[src/rtl/serial_frame_tx_pkg.sv]
// Shared FSM encodings and serial line levels for the serial frame transmitter and its matching receiver.
package serial_frame_tx_pkg;

    typedef enum logic [2:0] {
        SFT_IDLE   = 3'd0,
        SFT_START  = 3'd1,
        SFT_DATA   = 3'd2,
        SFT_PARITY = 3'd3,
        SFT_STOP   = 3'd4
    } sft_state_e;

    localparam logic SF_IDLE_LVL  = 1'b0;
    localparam logic SF_START_LVL = 1'b1;

endpackage

[src/rtl/bit_timer.sv]
// Bit-period counter: counts 0..BIT_CYC-1 while running and ticks on the last cycle of each bit.
// o_tick_nxt predicts the tick one cycle ahead so callers can register tick-aligned outputs.
module bit_timer #(
    parameter int BIT_CYC = 1
) (
    input  logic clk,
    input  logic rst_n,
    input  logic i_run,
    output logic o_tick,
    output logic o_tick_nxt
);
    localparam int CNT_W = $clog2(BIT_CYC + 1);
    localparam logic [CNT_W-1:0] CNT_LAST = CNT_W'(BIT_CYC - 1);

    logic [CNT_W-1:0] r_cnt;
    logic [CNT_W-1:0] w_cnt_nxt;

    assign o_tick = i_run && (r_cnt == CNT_LAST);

    always_comb begin
        w_cnt_nxt = '0;
        if (i_run && !o_tick) begin
            w_cnt_nxt = r_cnt + CNT_W'(1);
        end
    end

    assign o_tick_nxt = (w_cnt_nxt == CNT_LAST);

    always_ff @(posedge clk or negedge rst_n) begin
        if (!rst_n) begin
            r_cnt <= '0;
        end else begin
            r_cnt <= w_cnt_nxt;
        end
    end

endmodule

[src/rtl/serial_frame_tx.sv]
// Serial frame transmitter: START(1), DATA_W bits MSB first, optional even PARITY, STOP(0); BIT_CYC cycles per bit.
// Parity bit enabled by SERIAL_FRAME_TX_PARITY_EN; all outputs registered, tx_ready high only in IDLE.
module serial_frame_tx
    import serial_frame_tx_pkg::*;
#(
    parameter int DATA_W  = 8,
    parameter int BIT_CYC = 1
) (
    input  logic              clk,
    input  logic              rst_n,
    input  logic              tx_valid,
    input  logic [DATA_W-1:0] tx_data,
    output logic              tx_ready,
    output logic              data_out,
    output logic              busy,
    output logic              done
);
    localparam int IDX_W = $clog2(DATA_W + 1);
    localparam logic [IDX_W-1:0] IDX_LAST = IDX_W'(DATA_W - 1);

    sft_state_e        r_state;
    sft_state_e        w_state_nxt;
    logic [DATA_W-1:0] r_shift;
    logic [DATA_W-1:0] w_shift_nxt;
    logic [IDX_W-1:0]  r_idx;
    logic [IDX_W-1:0]  w_idx_nxt;
    logic              w_run;
    logic              w_tick;
    logic              w_tick_nxt;
    logic              w_line_nxt;
`ifdef SERIAL_FRAME_TX_PARITY_EN
    logic              r_par;
`endif

    assign w_run = (r_state != SFT_IDLE);

    bit_timer #(
        .BIT_CYC    (BIT_CYC)
    ) u_bit_timer (
        .clk        (clk),
        .rst_n      (rst_n),
        .i_run      (w_run),
        .o_tick     (w_tick),
        .o_tick_nxt (w_tick_nxt)
    );

    always_comb begin
        w_state_nxt = r_state;
        w_shift_nxt = r_shift;
        w_idx_nxt   = r_idx;
        case (r_state)
            SFT_IDLE: begin
                if (tx_valid && tx_ready) begin
                    w_state_nxt = SFT_START;
                    w_shift_nxt = tx_data;
                    w_idx_nxt   = '0;
                end
            end
            SFT_START: begin
                if (w_tick) w_state_nxt = SFT_DATA;
            end
            SFT_DATA: begin
                if (w_tick) begin
                    if (r_idx == IDX_LAST) begin
`ifdef SERIAL_FRAME_TX_PARITY_EN
                        w_state_nxt = SFT_PARITY;
`else
                        w_state_nxt = SFT_STOP;
`endif
                    end else begin
                        w_idx_nxt   = r_idx + IDX_W'(1);
                        w_shift_nxt = {r_shift[DATA_W-2:0], 1'b0};
                    end
                end
            end
`ifdef SERIAL_FRAME_TX_PARITY_EN
            SFT_PARITY: begin
                if (w_tick) w_state_nxt = SFT_STOP;
            end
`endif
            SFT_STOP: begin
                if (w_tick) w_state_nxt = SFT_IDLE;
            end
            default: w_state_nxt = SFT_IDLE;
        endcase
    end

    // The line register is loaded with the level of the state being entered, so it lines up with the state.
    always_comb begin
        w_line_nxt = SF_IDLE_LVL;
        case (w_state_nxt)
            SFT_START:  w_line_nxt = SF_START_LVL;
            SFT_DATA:   w_line_nxt = w_shift_nxt[DATA_W-1];
`ifdef SERIAL_FRAME_TX_PARITY_EN
            SFT_PARITY: w_line_nxt = r_par;
`endif
            default:    w_line_nxt = SF_IDLE_LVL;
        endcase
    end

    always_ff @(posedge clk or negedge rst_n) begin
        if (!rst_n) begin
            r_state  <= SFT_IDLE;
            r_shift  <= '0;
            r_idx    <= '0;
            data_out <= SF_IDLE_LVL;
            tx_ready <= 1'b1;
            busy     <= 1'b0;
            done     <= 1'b0;
        end else begin
            r_state  <= w_state_nxt;
            r_shift  <= w_shift_nxt;
            r_idx    <= w_idx_nxt;
            data_out <= w_line_nxt;
            tx_ready <= (w_state_nxt == SFT_IDLE);
            busy     <= (w_state_nxt != SFT_IDLE);
            done     <= (w_state_nxt == SFT_STOP) && w_tick_nxt;
        end
    end

`ifdef SERIAL_FRAME_TX_PARITY_EN
    always_ff @(posedge clk or negedge rst_n) begin
        if (!rst_n) begin
            r_par <= 1'b0;
        end else if (r_state == SFT_IDLE && tx_valid && tx_ready) begin
            r_par <= ^tx_data;
        end
    end
`endif

endmodule

[config.mk]
export PLATFORM = sky130hd
export DESIGN_NAME = serial_frame_tx
export DESIGN_NICKNAME = d
export VERILOG_FILES = /design/src/rtl/serial_frame_tx_pkg.sv /design/src/rtl/bit_timer.sv /design/src/rtl/serial_frame_tx.sv
export SDC_FILE = /design/constraint.sdc
export NUM_CORES = 1
export LEC_CHECK = 0
export CORE_MARGIN = 5
export CORE_UTILIZATION = 54
export DETAILED_ROUTE_END_ITERATION = 6
export GPL_ROUTABILITY_DRIVEN = 1
export PLACE_DENSITY_LB_ADDON = 0.3
export SYNTH_ARGS = -nofsm -noshare
export SYNTH_HDL_FRONTEND = slang
export SYNTH_SLANG_ARGS = --single-unit
[constraint.sdc]
create_clock -name clk -period 3 [get_ports clk]
set_clock_uncertainty 0.1 [all_clocks]
set_input_delay 0.3 -clock clk [delete_from_list [all_inputs] [get_ports clk]]
set_output_delay 0.3 -clock clk [all_outputs]
set_load 0.05 [all_outputs]
==> results.md, run 1 <==
* Outcome: finished, final reports clean
* Hold-fix buffer count after cts at 0
* Type of the worst min-delay path: in2async
* DRC marker count from the first detailed-route iteration at 7
* First-pass GRT wire length at 2870 µm
* Total number of placement rows at 14
* Peak Freq at 0.488 GHz
* Final critical path time including I/O delays and setup at 2.05 ns
* Depth of the CTS H-tree at 1
* Final Routed Wirelength at 1580 µm
* Post-route fraction of the period consumed by the critical path at 68.3%
* Nets in the synthesized netlist at 79
* Share of layout cells above drive strength 1 at 14.5%
* Leakage power figure at 0.525 nW
* Synthesized instance count at 67
* Clock-pin slew of the registers on the worst-case setup and hold paths at 0.12 ns
* Number of library cell types mapped by synthesis at 25
* Count of synthesis-stage warnings from yosys at 0
* Initial antenna violation count at 0
* Grt ovf at 0
* TritonCTS clock tree: done
* Reg-to-Reg Start: r_state[0]
* Largest buffer count on any clock path at 2
* Final Wtd Congestion at 0.743
* Worst setup SP type: flip-flop
* Root buffer selected by CTS: sky130_fd_sc_hd__clkbuf_4
* Per-cell routed wire length at 15.9 µm
* Full die area at 0.00254 mm²
* List of cells traversed by the critical path: clkdlybuf4s50_1
* Sum of negative setup slack at 0 ns
* Die Height at 50.4 µm
* Placed Cells incl. Taps at 95
* Total number of clock tree sinks at 20
* Unrepaired setup endpoints after global routing: false
* Synth area leader: sky130_fd_sc_hd__dfrtp_1
* Cell class contributing the biggest share of worst-path delay: buffers and inverters
* Commonest cells after routing, fill and taps aside: 19 x sky130_fd_sc_hd__dfrtp_1, 14 x sky130_fd_sc_hd__clkdlybuf4s50_1, 9 x sky130_fd_sc_hd__a22o_1
* Share of synthesized flip-flops with an asynchronous set or reset at 100%
* Via count at 571
* Final Hold Vio Count at 0
* Pre-Repair DR Iteration Count at 4
* Ports at 15
* Area added between synthesis and finish at 22.3%
* TritonCTS Buffers at 3
* Post-synth EDFFs at 0
* Vias per cell at 5.77
* Area fraction of the dominant cell type after synthesis at 54.1%
* Number of failing setup endpoints in the final timing report at 0
* Arrival time at the worst endpoint at 1.65 ns
* Sequential share of the synthesized area at 57.0%
* Core footprint at 0.00152 mm²
* Crit path max fanout at 2
* PostCTS Resize Cnt at 0
* Power Density at 994 mW/mm²
* Worst R2R Setup Slack at 1.20 ns
* Max-slew violation count at 0
* Overall routing resource usage at 15.0%
* Actual slew at the worst max-slew pin at 0.854 ns
* Initial core utilization at 57.7%
* Seq cells post-synth at 20
* Diodes inserted at 0
* Post-Synthesis Mean Instance Area at 13.1 µm²
* Setup repair bufs after CTS at 0
* Relative max-transition margin at 42.9%
* DRC violation count after routing at 0
* # Max-Cap Violations at 0
* Worst Path Class, Setup: reg2out
* Largest net degree at the start of global routing at 21
* HPWL after detailed placement at 1160 µm
* Predominant post-synthesis flop cell: sky130_fd_sc_hd__dfrtp_1
* Detail Route Antenna Nets at 0
* Final Net Count at 96
* Final Instance Count excl. Fillers at 99
* Combined buffer and inverter count along the critical path at 1
* Most common cell after layout, fill and taps aside: sky130_fd_sc_hd__dfrtp_1
* Worst setup path startpoint: tx_ready
* Leading cell types by total area after synthesis: sky130_fd_sc_hd__dfrtp_1 54%, sky130_fd_sc_hd__a22o_1 9.0%, sky130_fd_sc_hd__a21o_1 6.8%, sky130_fd_sc_hd__dfstp_2 3.0%, sky130_fd_sc_hd__nor4b_4 2.7%
* Number of cells on the critical path at 1
* R2R depth at 4
* Via count of the first global-routing pass at 589
* Port Buf Inserts at 14
* Worst setup EP type: primary output
* Worst supply voltage drop on vdd at 0.671 mV
* Final core utilization at 70.6%
* Chip Width at 50.4 µm
* Crit path required time at 2.60 ns
* Later-pin clock latency in the skew report at 0.30 ns
* Highest-delay cell along the critical path: sky130_fd_sc_hd__clkdlybuf4s50_1
* Mapped Area at 880 µm²
* Maximum cell stage delay along the critical path at 0.80 ns
[power breakdown]
| group | internal (W) | leakage [nW] | total (W) | switching, W |
|---|---|---|---|---|
| logic | 0.000197 | 0.242 | 0.000406 | 0.000209 |
| registers | 0.000374 | 0.255 | 0.000447 | 0.0000731 |
| clock network | 0.000135 | 0.0279 | 0.000217 | 0.0000816 |
| total | 0.000707 | 0.525 | 0.00107 | 0.000363 |
[sequential cells by signal, indices dropped and copies added (netlist names)]
signal and flops:
data_out 1, r_shift 8, r_idx 4, r_state 3, tx_ready 1, u_bit_timer.r_cnt 1
busy 1, done 1
[final cells by class]
cell class / instances / area (µm²)
Sequential cell: 20 / 502
Fill cell: 124 / 448
Clock buffer: 3 / 22.5
Tap cell: 16 / 20.0
Multi-Input combinational cell: 45 / 362
Clock inverter: 1 / 30.0
Timing Repair Buffer: 14 / 140
[worst paths after layout]
path | end
setup / recovery | tx_ready
hold / removal | u_bit_timer.r_cnt
setup reg to reg | data_out
hold reg to reg | r_shift[3]
max in group asynchronous | r_idx[0]
min in group clk | r_shift[3]
[synth_stat cells (2+ instances only)]
library cell	n
sky130_fd_sc_hd__nand3_1	2
sky130_fd_sc_hd__xor2_1	2
sky130_fd_sc_hd__nor2_1	4
sky130_fd_sc_hd__dfrtp_1	19
sky130_fd_sc_hd__nand3b_1	3
sky130_fd_sc_hd__a21oi_1	2
sky130_fd_sc_hd__a22o_1	9
sky130_fd_sc_hd__a21o_1	8
sky130_fd_sc_hd__or3_1	2
[kinds of logic (layout without fill, tap and decap cells)]
kind of cell | after synthesis | count (layout) | synth area share (%)
other cells | 1 | 1 | 0.426
flops | 20 | 20 | 57.0
simple gates | 18 | 18 | 15.5
compound gates | 21 | 21 | 18.8
xor+xnor | 2 | 2 | 1.99
fa+ha+maj | 1 | 1 | 1.42
buf+inv | 2 | 18 | 1.85
mux | 2 | 2 | 2.99
[layer usage]
| metal | vias to the layer above | global-route usage (%) | share of wire, % |
|---|---|---|---|
| li1 | 280 | - | - |
| met1 | 279 | 20.2 | 48 |
| met2 | 10 | 22.2 | 47 |
| met3 | 2 | 6.80 | 4.9 |
| met4 | 0 | 3.83 | 0.63 |
| met5 | - | 0 | 0 |
[stage by stage]
step           hold slack (ns)  setup slack, ns  total power (W)  area [µm²]
4_1_cts                  0.396            0.930          0.00108        1080
6_report                 0.369            0.952          0.00107        1080
2_1_floorplan          -0.0956             1.40         0.000751         880
3_5_place_dp             0.367             1.22         0.000862        1020
3_3_place_gp             0.361             1.25         0.000842        1020
5_1_grt                  0.426            0.886          0.00115        1080
(Power assumes the default switching activity.)
==> inputs of run 2 (changes only) <==
--- a/config.mk
+++ b/config.mk
@@ -6,7 +6,7 @@
 export NUM_CORES = 1
 export LEC_CHECK = 0
 export CORE_MARGIN = 5
-export CORE_UTILIZATION = 54
+export CORE_UTILIZATION = 50
 export DETAILED_ROUTE_END_ITERATION = 6
 export GPL_ROUTABILITY_DRIVEN = 1
 export PLACE_DENSITY_LB_ADDON = 0.3
==> constraint.sdc (replaced) <==
create_clock -name clk -period 1.93 [get_ports clk]
set_clock_uncertainty 0.1 [all_clocks]
set_input_delay 0.193 -clock clk [delete_from_list [all_inputs] [get_ports clk]]
set_output_delay 0.193 -clock clk [all_outputs]
set_load 0.05 [all_outputs]
==> results.md, run 2 (synthesis results as in run 1) <==
* Worst Setup Slack post-DPL at 0.125 ns (-1.10 ns)
* Crit path max fanout at 11 (+9)
* Reg with most FFs: r_shift
* Largest net degree at the start of global routing at 21 (unchanged)
* Largest buffer count on any clock path at 2 (unchanged)
* Setup repair bufs after CTS at 0 (unchanged)
* Number of flip-flops under the largest register name at 8 (unchanged)
* Power Density at 1450 mW/mm² (+46%)
* Final critical path time including I/O delays and setup at 1.81 ns
* Area added between synthesis and finish at 22.3% (unchanged)
* DRC violation count after routing at 0 (unchanged)
* Type of the worst min-delay path: in2async
* Commonest cells after routing, fill and taps aside: 19 x sky130_fd_sc_hd__dfrtp_1, 13 x sky130_fd_sc_hd__clkdlybuf4s50_1, 9 x sky130_fd_sc_hd__a22o_1
* Reg-to-Reg Start: r_idx[0]
* Actual slew at the worst max-slew pin at 0.501 ns (-0.354 ns)
* Worst setup SP type: flip-flop
* Total number of placement rows at 15 (+1)
* Die Height at 51.9 µm (+3.1%)
* Leakage power figure at 0.523 nW (-0.26%)
* Depth of the CTS H-tree at 1 (unchanged)
* Share of layout cells above drive strength 1 at 16.7% (+2.2 points)
* PostCTS Resize Cnt at 0 (unchanged)
* Number of failing setup endpoints in the final timing report at 0 (unchanged)
* Later-pin clock latency in the skew report at 0.30 ns (about the same)
* Worst setup path startpoint: r_idx[0]
* TritonCTS Buffers at 3 (unchanged)
* Full die area at 0.00270 mm² (+6.4%)
* Ports at 15 (unchanged)
* Port Buf Inserts at 14 (unchanged)
* Via count of the first global-routing pass at 644 (+9.3%)
* Overall routing resource usage at 15.0% (+0.018 points)
* Peak Freq at 0.553 GHz
* Grt ovf at 0 (unchanged)
* HPWL after detailed placement at 1090 µm (-6.4%)
* Relative max-transition margin at 66.5% (+24 points)
* Core footprint at 0.00171 mm² (+12%)
* Max-slew violation count at 0 (unchanged)
* Initial core utilization at 51.5% (-6.2 points)
* Vias per cell at 5.35 (-7.3%)
* Pre-Repair DR Iteration Count at 3 (-1)
* Final Net Count at 97 (+1.0%)
* Outcome: finished, final reports clean
* Diodes inserted at 0 (unchanged)
* Clock-pin slew of the registers on the worst-case setup and hold paths at 0.11 ns (about the same)
* Crit path required time at 2.04 ns (-0.56 ns)
* Worst Path Class, Setup: reg2reg
* Top Registers: r_shift x8, r_idx x4, r_state x3
* Final Routed Wirelength at 1560 µm (-0.70%)
* Post-route fraction of the period consumed by the critical path at 93.7%
* Hold-fix buffer count after cts at 0 (unchanged)
* Unrepaired setup endpoints after global routing: false
* Via count at 583 (+2.1%)
* Per-cell routed wire length at 14.3 µm (-9.8%)
* # Max-Cap Violations at 0 (unchanged)
* Final Wtd Congestion at 0.719 (-3.3%)
* Detail Route Antenna Nets at 0 (unchanged)
* Worst supply voltage drop on vdd at 0.997 mV (+49%)
* Arrival time at the worst endpoint at 1.92 ns (+0.27 ns)
* Most common cell after layout, fill and taps aside: sky130_fd_sc_hd__dfrtp_1
* Worst-case setup margin in the final layout at 0.121 ns (-0.831 ns)
* Total number of clock tree sinks at 20 (unchanged)
* Worst setup EP type: flip-flop
* TritonCTS clock tree: done
* DRC marker count from the first detailed-route iteration at 6 (-1)
* Final Hold Slack at 0.115 ns (-0.254 ns)
* Chip Width at 51.9 µm (+3.1%)
* Initial antenna violation count at 0 (unchanged)
* Final Hold Vio Count at 0 (unchanged)
* Root buffer selected by CTS: sky130_fd_sc_hd__clkbuf_4
* First-pass GRT wire length at 2900 µm (+1.2%)
* Sum of negative setup slack at 0 ns (unchanged)
run 2: changes by cell type in the layout (fill, tap and decap cells not counted), sizes merged:
cell / previous run / this run
clkbuf: 3 / 4
clkdlybuf4s50: 14 / 13
bufinv: 1 / 0
buf: 0 / 2
run 2: final timing paths:
| check | endpoint | slack [ns] | cells past startpoint |
|---|---|---|---|
| min reg2reg | r_shift[5] | 0.40 | 1 |
| min in group clk | r_shift[5] | 0.40 | 1 |
| min | done | 0.12 | 2 |
| max in group asynchronous | tx_ready | 1.35 | 2 |
| max | data_out | 0.12 | 5 |
| max reg2reg | data_out | 0.12 | 5 |
run 2: final cells by class:
cell class	count	area, µm²
Fill cell	126	632
Tap cell	25	31.3
Sequential cell	20	502
Multi-Input combinational cell	45	362
Clock buffer	4	36.3
Timing Repair Buffer	15	145
run 2: worst max-delay path: stages, from the launching register on:
cell                       delay (ns)
sky130_fd_sc_hd__dfrtp_1         0.43
sky130_fd_sc_hd__ha_1            0.23
sky130_fd_sc_hd__nand3b_1        0.17
sky130_fd_sc_hd__and2_4          0.26
sky130_fd_sc_hd__mux2_2          0.35
sky130_fd_sc_hd__a21o_1          0.17
run 2: through the flow:
| stage | power (W) | utilization [%] | cell area (µm²) | std cells |
|---|---|---|---|---|
| final | 0.00156 | 63.0 | 1080 | 109 |
| after global routing | 0.00167 | 63.0 | 1080 | 109 |
| after CTS | 0.00158 | 63.0 | 1080 | 109 |
| after detailed placement | 0.00133 | 60.9 | 1040 | 105 |
| after global placement | 0.00131 | 60.9 | 1040 | 105 |
| after floorplan | 0.00117 | - | 880 | 67 |
run 2: power breakdown:
part,switching (W),leakage [nW],internal [W]
combinational,0.000326,0.247,0.000304
sequential,0.000108,0.255,0.000582
clock,0.000129,0.0210,0.000115
total,0.000563,0.523,0.00100
run 2: metal layers:
metal	track usage, %	wire length, µm
met4	9.17	44
met2	22.8	750
met5	0	0
met3	4.30	63
met1	18.8	704
